<file path="src/rtl/mac_sched_pkg.sv">
// Shared types and constants for the MAC transmit scheduler.
// The descriptor struct matches the generator's configuration inputs field for field.
package mac_sched_pkg;

  localparam int ETH_MAX_PAYLOAD = 1500;
  localparam int DESC_W          = 128;

  typedef enum logic [1:0] {
    IDLE,
    START,
    TX,
    IFG
  } sched_state_t;

  typedef struct packed {
    logic [47:0] dest;
    logic [47:0] src;
    logic [15:0] eth_type;
    logic [15:0] len;
  } frame_desc_t;

  // A zero-length or oversize payload is never handed to the generator.
  function automatic logic len_ok(input logic [15:0] len, input int max_len);
    return (len != 16'd0) && (int'(len) <= max_len);
  endfunction

endpackage

</file>
<file path="src/rtl/rr_arbiter.sv">
// Combinational round-robin picker: first set request at or above the pointer, wrapping.
module rr_arbiter #(
  parameter int N = 4
) (
  input  logic [N-1:0]         req_i,
  input  logic [$clog2(N)-1:0] ptr_i,
  output logic [$clog2(N)-1:0] idx_o,
  output logic                 found_o
);

  localparam int IDX_W = $clog2(N);

  always_comb begin
    // NOTE: outputs get a value before the loop so no path leaves them unassigned (no latch).
    idx_o   = '0;
    found_o = 1'b0;
    for (int i = 0; i < N; i++) begin
      if (!found_o && req_i[(int'(ptr_i) + i) % N]) begin
        found_o = 1'b1;
        idx_o   = IDX_W'((int'(ptr_i) + i) % N);
      end
    end
  end

endmodule

</file>
<file path="src/rtl/mac_tx_scheduler.sv">
// Round-robin transmit scheduler sharing one mac_mii_top generator among N_REQ sources.
// Sequences grant -> start -> frame -> inter-frame gap; every output is a register.
module mac_tx_scheduler
  import mac_sched_pkg::*;
#(
  parameter int N_REQ         = 4,
  parameter int MAX_PAYLOAD   = ETH_MAX_PAYLOAD,
  parameter int IFG_CYCLES    = 2,
  parameter int START_TIMEOUT = 16
) (
  input  logic                     clk,
  input  logic                     i_rst_n,
  input  logic [N_REQ-1:0]         i_req,
  input  logic [N_REQ*48-1:0]      i_req_dest,
  input  logic [N_REQ*48-1:0]      i_req_src,
  input  logic [N_REQ*16-1:0]      i_req_eth_type,
  input  logic [N_REQ*16-1:0]      i_req_len,
  input  logic                     i_pause,
  input  logic                     i_tx_valid,
  output logic                     o_start,
  output logic [47:0]              o_dest_address,
  output logic [47:0]              o_src_address,
  output logic [15:0]              o_eth_type,
  output logic [15:0]              o_payload_length,
  output logic [$clog2(N_REQ)-1:0] o_payload_sel,
  output logic [N_REQ-1:0]         o_grant,
  output logic [N_REQ-1:0]         o_done,
  output logic [N_REQ-1:0]         o_err,
  output logic                     o_busy
);

  localparam int SEL_W   = $clog2(N_REQ);
  localparam int CNT_MAX = (START_TIMEOUT > IFG_CYCLES) ? START_TIMEOUT : IFG_CYCLES;
  localparam int CNT_W   = $clog2(CNT_MAX + 1);

  sched_state_t     state_q, state_d;
  logic [SEL_W-1:0] rr_ptr_q, rr_ptr_d;
  logic [SEL_W-1:0] sel_q, sel_d;
  logic [CNT_W-1:0] cnt_q, cnt_d;
  frame_desc_t      desc_q, desc_d;
  logic             start_q, start_d;
  logic [N_REQ-1:0] grant_q, grant_d;
  logic [N_REQ-1:0] done_q, done_d;
  logic [N_REQ-1:0] err_q, err_d;

  logic [SEL_W-1:0] win;
  logic             found;
  int               win_i;
  frame_desc_t      win_desc;
  logic [SEL_W-1:0] ptr_after_win;

  rr_arbiter #(.N(N_REQ)) u_arb (
    .req_i   (i_req),
    .ptr_i   (rr_ptr_q),
    .idx_o   (win),
    .found_o (found)
  );

  assign win_i         = int'(win);
  assign ptr_after_win = (win == SEL_W'(N_REQ - 1)) ? '0 : win + 1'b1;
  assign win_desc      = '{dest:     i_req_dest[win_i*48 +: 48],
                           src:      i_req_src[win_i*48 +: 48],
                           eth_type: i_req_eth_type[win_i*16 +: 16],
                           len:      i_req_len[win_i*16 +: 16]};

  always_comb begin
    state_d  = state_q;
    rr_ptr_d = rr_ptr_q;
    sel_d    = sel_q;
    cnt_d    = cnt_q;
    desc_d   = desc_q;
    start_d  = start_q;
    grant_d  = '0;
    done_d   = '0;
    err_d    = '0;
    unique case (state_q)
      IDLE: begin
        if (!i_pause && found) begin
          rr_ptr_d = ptr_after_win;
          if (!len_ok(win_desc.len, MAX_PAYLOAD)) begin
            err_d[win] = 1'b1;
          end else begin
            desc_d       = win_desc;
            sel_d        = win;
            grant_d[win] = 1'b1;
            start_d      = 1'b1;
            cnt_d        = '0;
            state_d      = START;
          end
        end
      end
      START: begin
        if (i_tx_valid) begin
          start_d = 1'b0;
          state_d = TX;
        end else if (cnt_q == CNT_W'(START_TIMEOUT - 1)) begin
          start_d      = 1'b0;
          err_d[sel_q] = 1'b1;
          cnt_d        = '0;
          state_d      = IFG;
        end else begin
          cnt_d = cnt_q + 1'b1;
        end
      end
      TX: begin
        // Frames of any length are waited out; only the falling edge of valid ends TX.
        if (!i_tx_valid) begin
          done_d[sel_q] = 1'b1;
          cnt_d         = '0;
          state_d       = IFG;
        end
      end
      IFG: begin
        if (int'(cnt_q) + 1 >= IFG_CYCLES) begin
          state_d = IDLE;
        end else begin
          cnt_d = cnt_q + 1'b1;
        end
      end
      default: state_d = IDLE;
    endcase
  end

  always_ff @(posedge clk) begin
    // NOTE: the descriptor registers are reset too, so the generator never sees stale config.
    if (!i_rst_n) begin
      state_q  <= IDLE;
      rr_ptr_q <= '0;
      sel_q    <= '0;
      cnt_q    <= '0;
      desc_q   <= '0;
      start_q  <= 1'b0;
      grant_q  <= '0;
      done_q   <= '0;
      err_q    <= '0;
    end else begin
      // NOTE: non-blocking updates keep every register reading pre-edge values.
      state_q  <= state_d;
      rr_ptr_q <= rr_ptr_d;
      sel_q    <= sel_d;
      cnt_q    <= cnt_d;
      desc_q   <= desc_d;
      start_q  <= start_d;
      grant_q  <= grant_d;
      done_q   <= done_d;
      err_q    <= err_d;
    end
  end

  assign o_start          = start_q;
  assign o_dest_address   = desc_q.dest;
  assign o_src_address    = desc_q.src;
  assign o_eth_type       = desc_q.eth_type;
  assign o_payload_length = desc_q.len;
  assign o_payload_sel    = sel_q;
  assign o_grant          = grant_q;
  assign o_done           = done_q;
  assign o_err            = err_q;
  assign o_busy           = (state_q != IDLE);

endmodule

</file>
<file path="config.mk">
export PLATFORM = sky130hd
export DESIGN_NAME = mac_tx_scheduler
export DESIGN_NICKNAME = d
export VERILOG_FILES = /design/src/rtl/mac_sched_pkg.sv /design/src/rtl/rr_arbiter.sv /design/src/rtl/mac_tx_scheduler.sv
export SDC_FILE = /design/constraint.sdc
export NUM_CORES = 1
export LEC_CHECK = 0
export ABC_CLOCK_PERIOD_IN_PS = 6600
export CAP_MARGIN = 5
export CORE_AREA = 2 2 256 258
export DETAILED_ROUTE_END_ITERATION = 8
export DIE_AREA = 0 0 258 260
export SLEW_MARGIN = 25
export SYNTH_ARGS = -nofsm -noshare
export SYNTH_HDL_FRONTEND = slang
export SYNTH_HIERARCHICAL = 1
export SYNTH_SLANG_ARGS = --single-unit
</file>
<file path="constraint.sdc">
create_clock -name clk -period 6.6 [get_ports clk]
set_input_delay 1.32 -clock clk [delete_from_list [all_inputs] [get_ports clk]]
set_output_delay 1.32 -clock clk [all_outputs]
set_load 0.01 [all_outputs]
</file>
# Word-level counts from Yosys, hierarchy flattened
# Index checks and enable logic that the tools add are counted.
# word_totals
word_cells	123
ff_bits	152
mem_count	0
romBits	0
ramBits	0
input_bits	520
latch_bits	0
out_inout_bits	144
# op_classes
add_sub_neg	6
n_mul	1
order_cmp	10
eq_ne	12
n_reduce_logical	25
n_div	0
n_shift	4
n_bitwise	5
mux	48
# op_table
op	count
192-bit by 32-bit indexed part select with 48-bit output	1
192-bit by 9-bit indexed part select with 48-bit output	1
64-bit by 7-bit indexed part select with 16-bit output	2
5-bit 2-to-1 mux	6
2-bit 2-to-1 mux	11
5-bit one-hot mux with 4 select lines	1
1-bit 2-to-1 mux	17
16-bit by 11-bit <= comparator with 1-bit output (second input constant)	1
4-bit 2-to-1 mux	4
16-bit nonzero test	1
3-bit by 4-bit < comparator with 1-bit output (second input constant)	3
2-bit != test (second input constant)	6
5-bit AND reduction	2
2-bit by 3-bit < comparator with 1-bit output (second input constant)	3
1-bit binary-select mux with 2-bit select	4
2-bit one-hot mux with 4 select lines	1
4-bit one-hot mux with 2 select lines	1
4-bit AND reduction	2
1-bit logical AND	7
5-bit by 1-bit adder with 6-bit output (second input constant)	1
2-bit == test (second input constant)	3
6-bit by 2-bit greater-or-equal comparator with 1-bit output (second input constant)	1
2-bit OR reduction	3
5-bit by 1-bit adder with 5-bit output (second input constant)	1
17 further kinds	28

# Longest topological paths before layout
# Gate-level depths: netlist of the first run.
# depth
word_depth	21
depth_mapped	15

# Modules after synthesis
# The synthesis of the first run kept the hierarchy.
# modules_own_cells
mod	area_each_um2	instances	cells_per_inst	seq_area_each_um2
mac_tx_scheduler	8540.7	1	850	3042.9
rr_arbiter	77.6	1	15	0.0

# Worst setup path after synthesis of the first run
# Ideal clock, no wire load.
# synth_path
path_type	input to register
startpoint	in i_req[1]
endpoint	reg cnt_q[0]
slack_ns	2.218
setup_ns	0.070
stages	12
t_arrival_ns	4.312
path_cell_list	inv_1 -> a221o_1 -> a21oi_1 -> buf_6 -> mux4_2 -> o211a_1 -> a21oi_2 -> o2111ai_2 -> o31a_1 -> buf_6 -> or4_1 -> a21oi_1
# synth_between
elab_chain_cells	17
word_cells_on_any_way	33
cone_classes	1 x order compare; 2 x eq/ne; 1 x shift; 19 x mux; 10 x reduce/logical
# synth_lines
item	line_no	source
start: declaration	mac_tx_scheduler.sv:13	input logic [N_REQ-1:0] i_req,
1-bit binary-select mux with 2-bit select	rr_arbiter.sv:18	if (!found_o && req_i[(int'(ptr_i) + i) % N]) begin
1-bit 2-to-1 mux (not written as such)	rr_arbiter.sv:18	
1-bit 2-to-1 mux	rr_arbiter.sv:18	
1-bit zero test	rr_arbiter.sv:18	
1-bit logical AND	rr_arbiter.sv:18	
1-bit 2-to-1 mux	rr_arbiter.sv:18	
1-bit zero test	rr_arbiter.sv:18	
1-bit logical AND	rr_arbiter.sv:18	
[... 2 more ...]	n/a	
1-bit logical AND	rr_arbiter.sv:18	
2-bit 2-to-1 mux *	rr_arbiter.sv:18	
via win[0]	mac_tx_scheduler.sv:46	logic [SEL_W-1:0] win;
64-bit by 7-bit indexed part select with 16-bit output *	mac_tx_scheduler.sv:64	len: i_req_len[win_i*16 +: 16]};
16-bit by 11-bit <= comparator with 1-bit output or 16-bit nonzero test (tied branches)	mac_sched_pkg.sv:24	return (len != 16'd0) && (int'(len) <= max_len);
1-bit logical AND *	mac_sched_pkg.sv:24	
2-bit != test (no source line) *	n/a	
5-bit AND reduction (no source line) *	n/a	
end signal: assignment	mac_tx_scheduler.sv:141	cnt_q <= cnt_d;
end: declaration	mac_tx_scheduler.sv:39	logic [CNT_W-1:0] cnt_q, cnt_d;
# The timed path passes the listed nets; every way through them passes the cells marked *. The select of a mux whose other input is x is not followed.
# A chain may end at the register's enable or synchronous reset.

# Worst setup path in the final report of the first run
# layout_path
startpoint	in i_req[1]
endpoint	reg desc_q, in the netlist o_src_address[44]
# layout_between
elab_chain_cells	16
word_cells_on_any_way	33
cone_classes	1 x mul; 1 x order compare; 2 x shift; 19 x mux; 10 x reduce/logical
# layout_lines
item	line_no	source
1-bit binary-select mux with 2-bit select	rr_arbiter.sv:18	
1-bit 2-to-1 mux (not written as such)	rr_arbiter.sv:18	
1-bit 2-to-1 mux	rr_arbiter.sv:18	
1-bit zero test	rr_arbiter.sv:18	
1-bit logical AND	rr_arbiter.sv:18	
1-bit 2-to-1 mux	rr_arbiter.sv:18	
1-bit zero test	rr_arbiter.sv:18	
1-bit logical AND	rr_arbiter.sv:18	
1-bit 2-to-1 mux	rr_arbiter.sv:18	
1-bit zero test	rr_arbiter.sv:18	
1-bit logical AND	rr_arbiter.sv:18	
2-bit 2-to-1 mux *	rr_arbiter.sv:18	
via win[0]	mac_tx_scheduler.sv:46	
64-bit by 7-bit indexed part select with 16-bit output	mac_tx_scheduler.sv:64	
16-bit by 11-bit <= comparator with 1-bit output or 16-bit nonzero test (tied branches)	mac_sched_pkg.sv:24	
1-bit logical AND	mac_sched_pkg.sv:24	
3-bit AND reduction (no source line)	n/a	
end signal: assignment	mac_tx_scheduler.sv:142	desc_q <= desc_d;
end: declaration	mac_tx_scheduler.sv:40	frame_desc_t desc_q, desc_d;
# Marked as above.

==> impl_metrics.ini, run 1 <==
[logic_synthesis]
ys_seq_area_frac = 0.353
syn_area_sq_um = 8620
synth_async_sr_flop_share = 0
synth_cell_types = 42
syn_inst = 865
yosysWarnings = 6
syn_nets = 1397
synth_edf_count = 0
syn_area_per_cell_sq_um = 9.96
ys_seq_elements = 152
synthFlopType = dfxtp_1

[power]
power.density_cell_area_nw_per_um2 = 208
power_switching_share = 0.315
p_comb_frac = 0.404
leakage_nw = 5.53
power_frac_seq = 0.292
clkPwrFrac = 0.304
p_total_mw = 3.49
ir_drop_mv = 0.147
p_int_mw = 2.39
p_switching_mw = 1.10

[worst_setup_path]
slowest_stage = mux4_1
critical_path_class = primary input to flip-flop
crit_required_ns = 7.00
slowest_delay_ns = 0.72
cp.arrival_ns = 5.54
worstPathCellList = clkdlybuf4s50_1 > inv_1 > a221o_1 > a21oi_4 > buf_12 > mux4_1 > or3_1 > o2111ai_2 > or2_4 > buf_4 > nand2_1 > a21oi_1
crit_fanout = 62
endpoint_kind = flip-flop
cp-start-kind = primary input

[sta]
finalHoldViolations = 0
maxSlewViolCount = 0
finalSetupViolations = 0
tns_ns = 0
relSlewSlack = 0.410
hold_ws_ns = 0.453
fmax_mhz = 194
period_needed_ns = 5.15
final.setup.worst_slack_ns = 1.45
worstMarginPinSlew_ns = 0.884
skew_ns = 0.0104
grt_setup_unrepaired = false
timing.final.crit_share = 0.780

[clock_network]
ctsHoldBuffers = 0
htreeDepth = 4
cts_buffer_depth = 2
post-cts-setup-buffers = 0
cts_made_buffers = 17
cts_sinks = 152
tritoncts = done
clk_latency_ns = 0.48
clk_pin_slew_ns = 0.07
clockRootBuffer = clkbuf_16
ctsResizeCount = 0

[run]
max_cap_violations = 0

[detailed_routing]
drt_pre_antenna_iters = 5
wl_met1_mm = 17.3
maxUsedRoutingLayer = met5
wl_per_cell_microns = 19.3
avgViaCountPerCell = 4.05
vias = 9539
drt_iter0_drc = 450
met2_length_mm = 22.7
ant_nets = 0
wl_mm = 45.6
remaining_drc_errors = 0
met3_length_mm = 3.81

[final_layout]
final_util = 0.262
nFillCells = 6720
drive_gt1_frac = 0.113
layout.nets = 2017
multiInputGateArea_sq_um = 5220
finalNonFillerCells = 2356
syn2layout_area_growth_pct = 94.8
layout.area.seq_sq_um = 3040
fin_area_sq_um = 16800

[floorplan]
die_width_microns = 258
die_h_microns = 260
core_sq_um = 64100
dieArea_sq_um = 67100
io_pins = 664
rows = 93
initial_core_util = 0.134

[placed_design]
dp.cells = 2321
hpwl_mm = 37.5
dpl_worst_slack_ns = 0.883
placed_cell_area_sq_um = 16200
io_buffers = 663
place_congestion = 0.914

[global_route]
grt_max_degree = 70
grt_pass1_vias = 10100
track_usage = 0.133
antenna_found_initial = 4
grt_pass1_wl_mm = 64.7
grt_overflow = 0

[hold_path]
hold_path_class = flip-flop to flip-flop

[outcome]
outcome = complete, no violations
area by class of cell:
type | count | area share
Tap cell | 855 | 0.0637
Clock inverter | 12 | 0.00976
Sequential cell | 152 | 0.181
Multi-Input combinational cell | 618 | 0.311
Clock buffer | 20 | 0.0266
Antenna cell | 3 | 0.000447
Timing Repair Buffer | 676 | 0.403
Inverter | 20 | 0.00462
power groups by stage:
stage,clock network [mW],registers [mW],logic (mW)
6_report,1.06,1.02,1.41
5_1_grt,1.15,1.02,1.52
4_1_cts,1.12,1.02,1.43
3_5_place_dp,0,1.04,1.43
3_3_place_gp,0,1.03,1.41
2_1_floorplan,0,1.06,0.755
registers in the layout, summed over array words and instances (netlist names):
name              count
cnt_q                 5
o_dest_address       48
o_done                4
o_err                 4
o_eth_type           16
o_grant               4
o_payload_length     16
o_payload_sel         2
o_src_address        48
o_start               1
rr_ptr_q              2
state_q               2
synthesized netlist by cell type, types with 6 or more instances:
library cell	n	area (sq um)
and3_1	10	62.6
nor3_1	6	30.0
buf_2	13	65.1
mux4_2	118	2660
inv_1	19	71.3
nor4_1	7	43.8
clkbuf_1	58	218
dfxtp_1	152	3040
o21ai_0	10	50.1
ha_1	12	150
a21oi_1	137	686
nand2_1	258	968
mux4_1	6	158
nor2_1	11	41.3
critical path: cells and delay by family:
kind | cells | cell delay (ns)
AOI/OAI and AO/OA | 4 | 1.21
buffers and inverters | 4 | 1.36
muxes | 1 | 0.72
and+or+nand+nor | 3 | 0.75
layer usage:
layer,vias up,global-route usage
li1,4399,-
met1,4618,0.149
met2,446,0.224
met3,70,0.0481
met4,6,0.0637
met5,-,0
logic make-up after synthesis:
family                     Yosys count  share of synthesized area
AOI/OAI and AO/OA                  167                      0.106
muxes                              127                      0.330
xor gates and xnor gates             1                    0.00102
buffers and inverters               95                     0.0454
DFF                                152                      0.353
and+or+nand+nor                    311                      0.147
adders and majority gates           12                     0.0174
cell usage in the layout (no fill, tap or decap), drive strengths merged, types with 2 or more instances in the layout:
| cell | instances |
|---|---|
| nand3 | 4 |
| or4 | 2 |
| o211ai | 2 |
| dfxtp | 152 |
| o21ai | 12 |
| nor3 | 6 |
| mux4 | 124 |
| nand2 | 258 |
| clkbuf | 20 |
| nor2 | 11 |
| o221a | 2 |
| inv | 24 |
| and3 | 10 |
| or3 | 4 |
| ha | 12 |
| a32oi | 4 |
| a21oi | 138 |
| diode | 3 |
| buf | 13 |
| clkdlybuf4s50 | 663 |
| nand2b | 3 |
| nand3b | 3 |
| clkinv | 4 |
| nor4 | 7 |
| bufinv | 3 |
| mux2i | 3 |
path summary, 6_finish.rpt:
check / startpoint / end / cells past startpoint / slack, ns
worst max-delay path: i_req[1] / o_src_address[44]$_SDFFE_PN0P_ / 12 / 1.45
worst min-delay path: o_dest_address[27]$_SDFFE_PN0P_ / o_dest_address[27]$_SDFFE_PN0P_ / 2 / 0.45
worst max register to register: rr_ptr_q[0]$_SDFFE_PN0P_ / o_src_address[44]$_SDFFE_PN0P_ / 11 / 2.47
worst min register to register: o_dest_address[27]$_SDFFE_PN0P_ / o_dest_address[27]$_SDFFE_PN0P_ / 2 / 0.45
Power figures use the tool's default switching activity.
==> inputs of run 2 (changes only) <==
ABC_CLOCK_PERIOD_IN_PS = 4650   (was 6600)
clock period = 4.65 ns   (was 6.6 ns; I/O delays follow)
==> run 2 against run 1 <==
Net effect: critical path depth grew 1; global-route usage about the same; routed wire length rose by 0.97%; core utilization is 0.37 points higher; sequential power is 41% higher; sequential share of layout area down 0.26 points; flip-flop and latch count did not move; clock power grew 28%; non-clock buffer count up 27; count of clock-buffer cells in the layout down 2; largest cell class unchanged; highest routed layer unchanged.
==> impl_metrics.ini, run 2 (synthesis results as in run 1) <==
[detailed_routing]
drt_iter0_drc = 476
vias = 9624
ant_nets = 0
avgViaCountPerCell = 4.04
wl_mm = 46.0
remaining_drc_errors = 0
drt_pre_antenna_iters = 5
wl_per_cell_microns = 19.3

[power]
power.density_cell_area_nw_per_um2 = 289
leakage_nw = 5.66
p_comb_frac = 0.429
p_switching_mw = 1.57
power_frac_seq = 0.294
ir_drop_mv = 0.202
power_switching_share = 0.319
p_int_mw = 3.35
p_total_mw = 4.91
clkPwrFrac = 0.278

[outcome]
outcome = complete, no violations

[placed_design]
io_buffers = 663
hpwl_mm = 38.0
place_congestion = 0.898
dp.cells = 2348

[worst_setup_path]
critical_path_class = primary input to flip-flop
cp.arrival_ns = 4.56
cp-start-kind = primary input
crit_fanout = 14
crit_required_ns = 4.99
endpoint_kind = flip-flop
crit_start = i_req[1]
reg2reg_from = rr_ptr_q[0]$_SDFFE_PN0P_

[floorplan]
io_pins = 664
rows = 93
die_width_microns = 258
core_sq_um = 64100
die_h_microns = 260
initial_core_util = 0.134
dieArea_sq_um = 67100

[final_layout]
multiInputGateArea_sq_um = 5220
final_cell_mix = 663 x clkdlybuf4s50_1, 258 x nand2_1, 152 x dfxtp_1, 135 x a21oi_1, 118 x mux4_2
layout.nets = 2044
mostFrequentLayoutCell = clkdlybuf4s50_1
finalNonFillerCells = 2383
drive_gt1_frac = 0.129
nFillCells = 6712
syn2layout_area_growth_pct = 97.6
layout.area.seq_sq_um = 3040

[clock_network]
tritoncts = done
clk_pin_slew_ns = 0.07
cts_sinks = 152
post-cts-setup-buffers = 0
cts_buffer_depth = 2
clk_latency_ns = 0.47
cts_made_buffers = 17
clockRootBuffer = clkbuf_16
htreeDepth = 4
ctsHoldBuffers = 0
ctsResizeCount = 0

[sta]
relSlewSlack = 0.402
finalHoldViolations = 0
hold_ws_ns = 0.452
timing.final.crit_share = 0.907
worstMarginPinSlew_ns = 0.896
finalSetupViolations = 0
skew_ns = 0.0118
maxSlewViolCount = 0
fmax_mhz = 237
period_needed_ns = 4.22
grt_setup_unrepaired = false

[hold_path]
hold_start = o_src_address[2]$_SDFFE_PN0P_
hold_path_class = flip-flop to flip-flop

[global_route]
grt_overflow = 0
grt_pass1_wl_mm = 65.0
grt_max_degree = 66
antenna_found_initial = 8
track_usage = 0.133
grt_pass1_vias = 10100

[run]
max_cap_violations = 0
run 2: changes by cell type in the layout (fill, tap and decap cells not counted):
| cell | previous run | this run |
|---|---|---|
| clkinvlp_4 | 1 | 4 |
| bufinv_16 | 3 | 1 |
| buf_4 | 11 | 30 |
| clkbuf_1 | 2 | 1 |
| clkinv_4 | 3 | 2 |
| diode_2 | 3 | 4 |
| nor4_2 | 1 | 0 |
| clkinv_2 | 1 | 2 |
| buf_12 | 2 | 10 |
| clkbuf_8 | 1 | 0 |
| nor4_1 | 6 | 7 |
run 2: area by class of cell:
cell class | instances | area share
diodes | 4 | 0.000588
clock buffers | 18 | 0.0252
clock inverters | 13 | 0.00720
inverters | 20 | 0.00456
multi-input cells | 618 | 0.306
flip-flops and latches | 152 | 0.179
well taps | 855 | 0.0628
repair buffers | 703 | 0.415
run 2: metal layers:
layer	track usage	wire length, microns	share of wire	up-vias
li1	-	-	-	4459
met2	0.232	23400	0.51	406
met4	0.0503	1200	0.026	8
met5	0	52	0.0011	-
met1	0.145	17700	0.39	4697
met3	0.0548	3590	0.078	54
run 2: path summary, 6_finish.rpt:
| check | to | slack [ns] | cells after the start |
|---|---|---|---|
| worst max register to register | state_q[0]$_SDFFE_PN0P_ | 1.04 | 12 |
| worst max-delay path | state_q[0]$_SDFFE_PN0P_ | 0.43 | 13 |
| worst min register to register | o_src_address[2]$_SDFFE_PN0P_ | 0.45 | 2 |
| worst min-delay path | o_src_address[2]$_SDFFE_PN0P_ | 0.45 | 2 |
run 2: per-stage QoR:
step | setup TNS, ns | area (sq um) | utilization | setup WS (ns)
final | 0 | 17000 | 0.266 | 0.432
after global routing | 0 | 17000 | 0.266 | 0.306
after CTS | 0 | 17000 | 0.265 | 0.491
after detailed placement | -0.0646 | 16500 | 0.257 | -0.0418
after global placement | -0.0147 | 16500 | 0.257 | -0.0147
after floorplan | 0 | 8620 | - | 0.658
run 2: critical path: stages:
cell and delay, ns:
clkdlybuf4s50_1 0.48, inv_1 0.06, a221o_1 0.39, a21oi_4 0.20, buf_12 0.18, mux4_1 0.64
o211a_1 0.17, a21oi_2 0.15, o2111ai_2 0.15, buf_12 0.18, o31a_1 0.31, or3_1 0.43
o221a_1 0.27
run 2: power by group through the flow:
stage / combinational, mW / sequential [mW] / clock [mW]
after floorplan: 1.07 / 1.50 / 0
after global placement: 2.11 / 1.47 / 0
after detailed placement: 2.13 / 1.47 / 0
after CTS: 2.14 / 1.44 / 1.45
after global routing: 2.26 / 1.45 / 1.48
final: 2.11 / 1.44 / 1.36
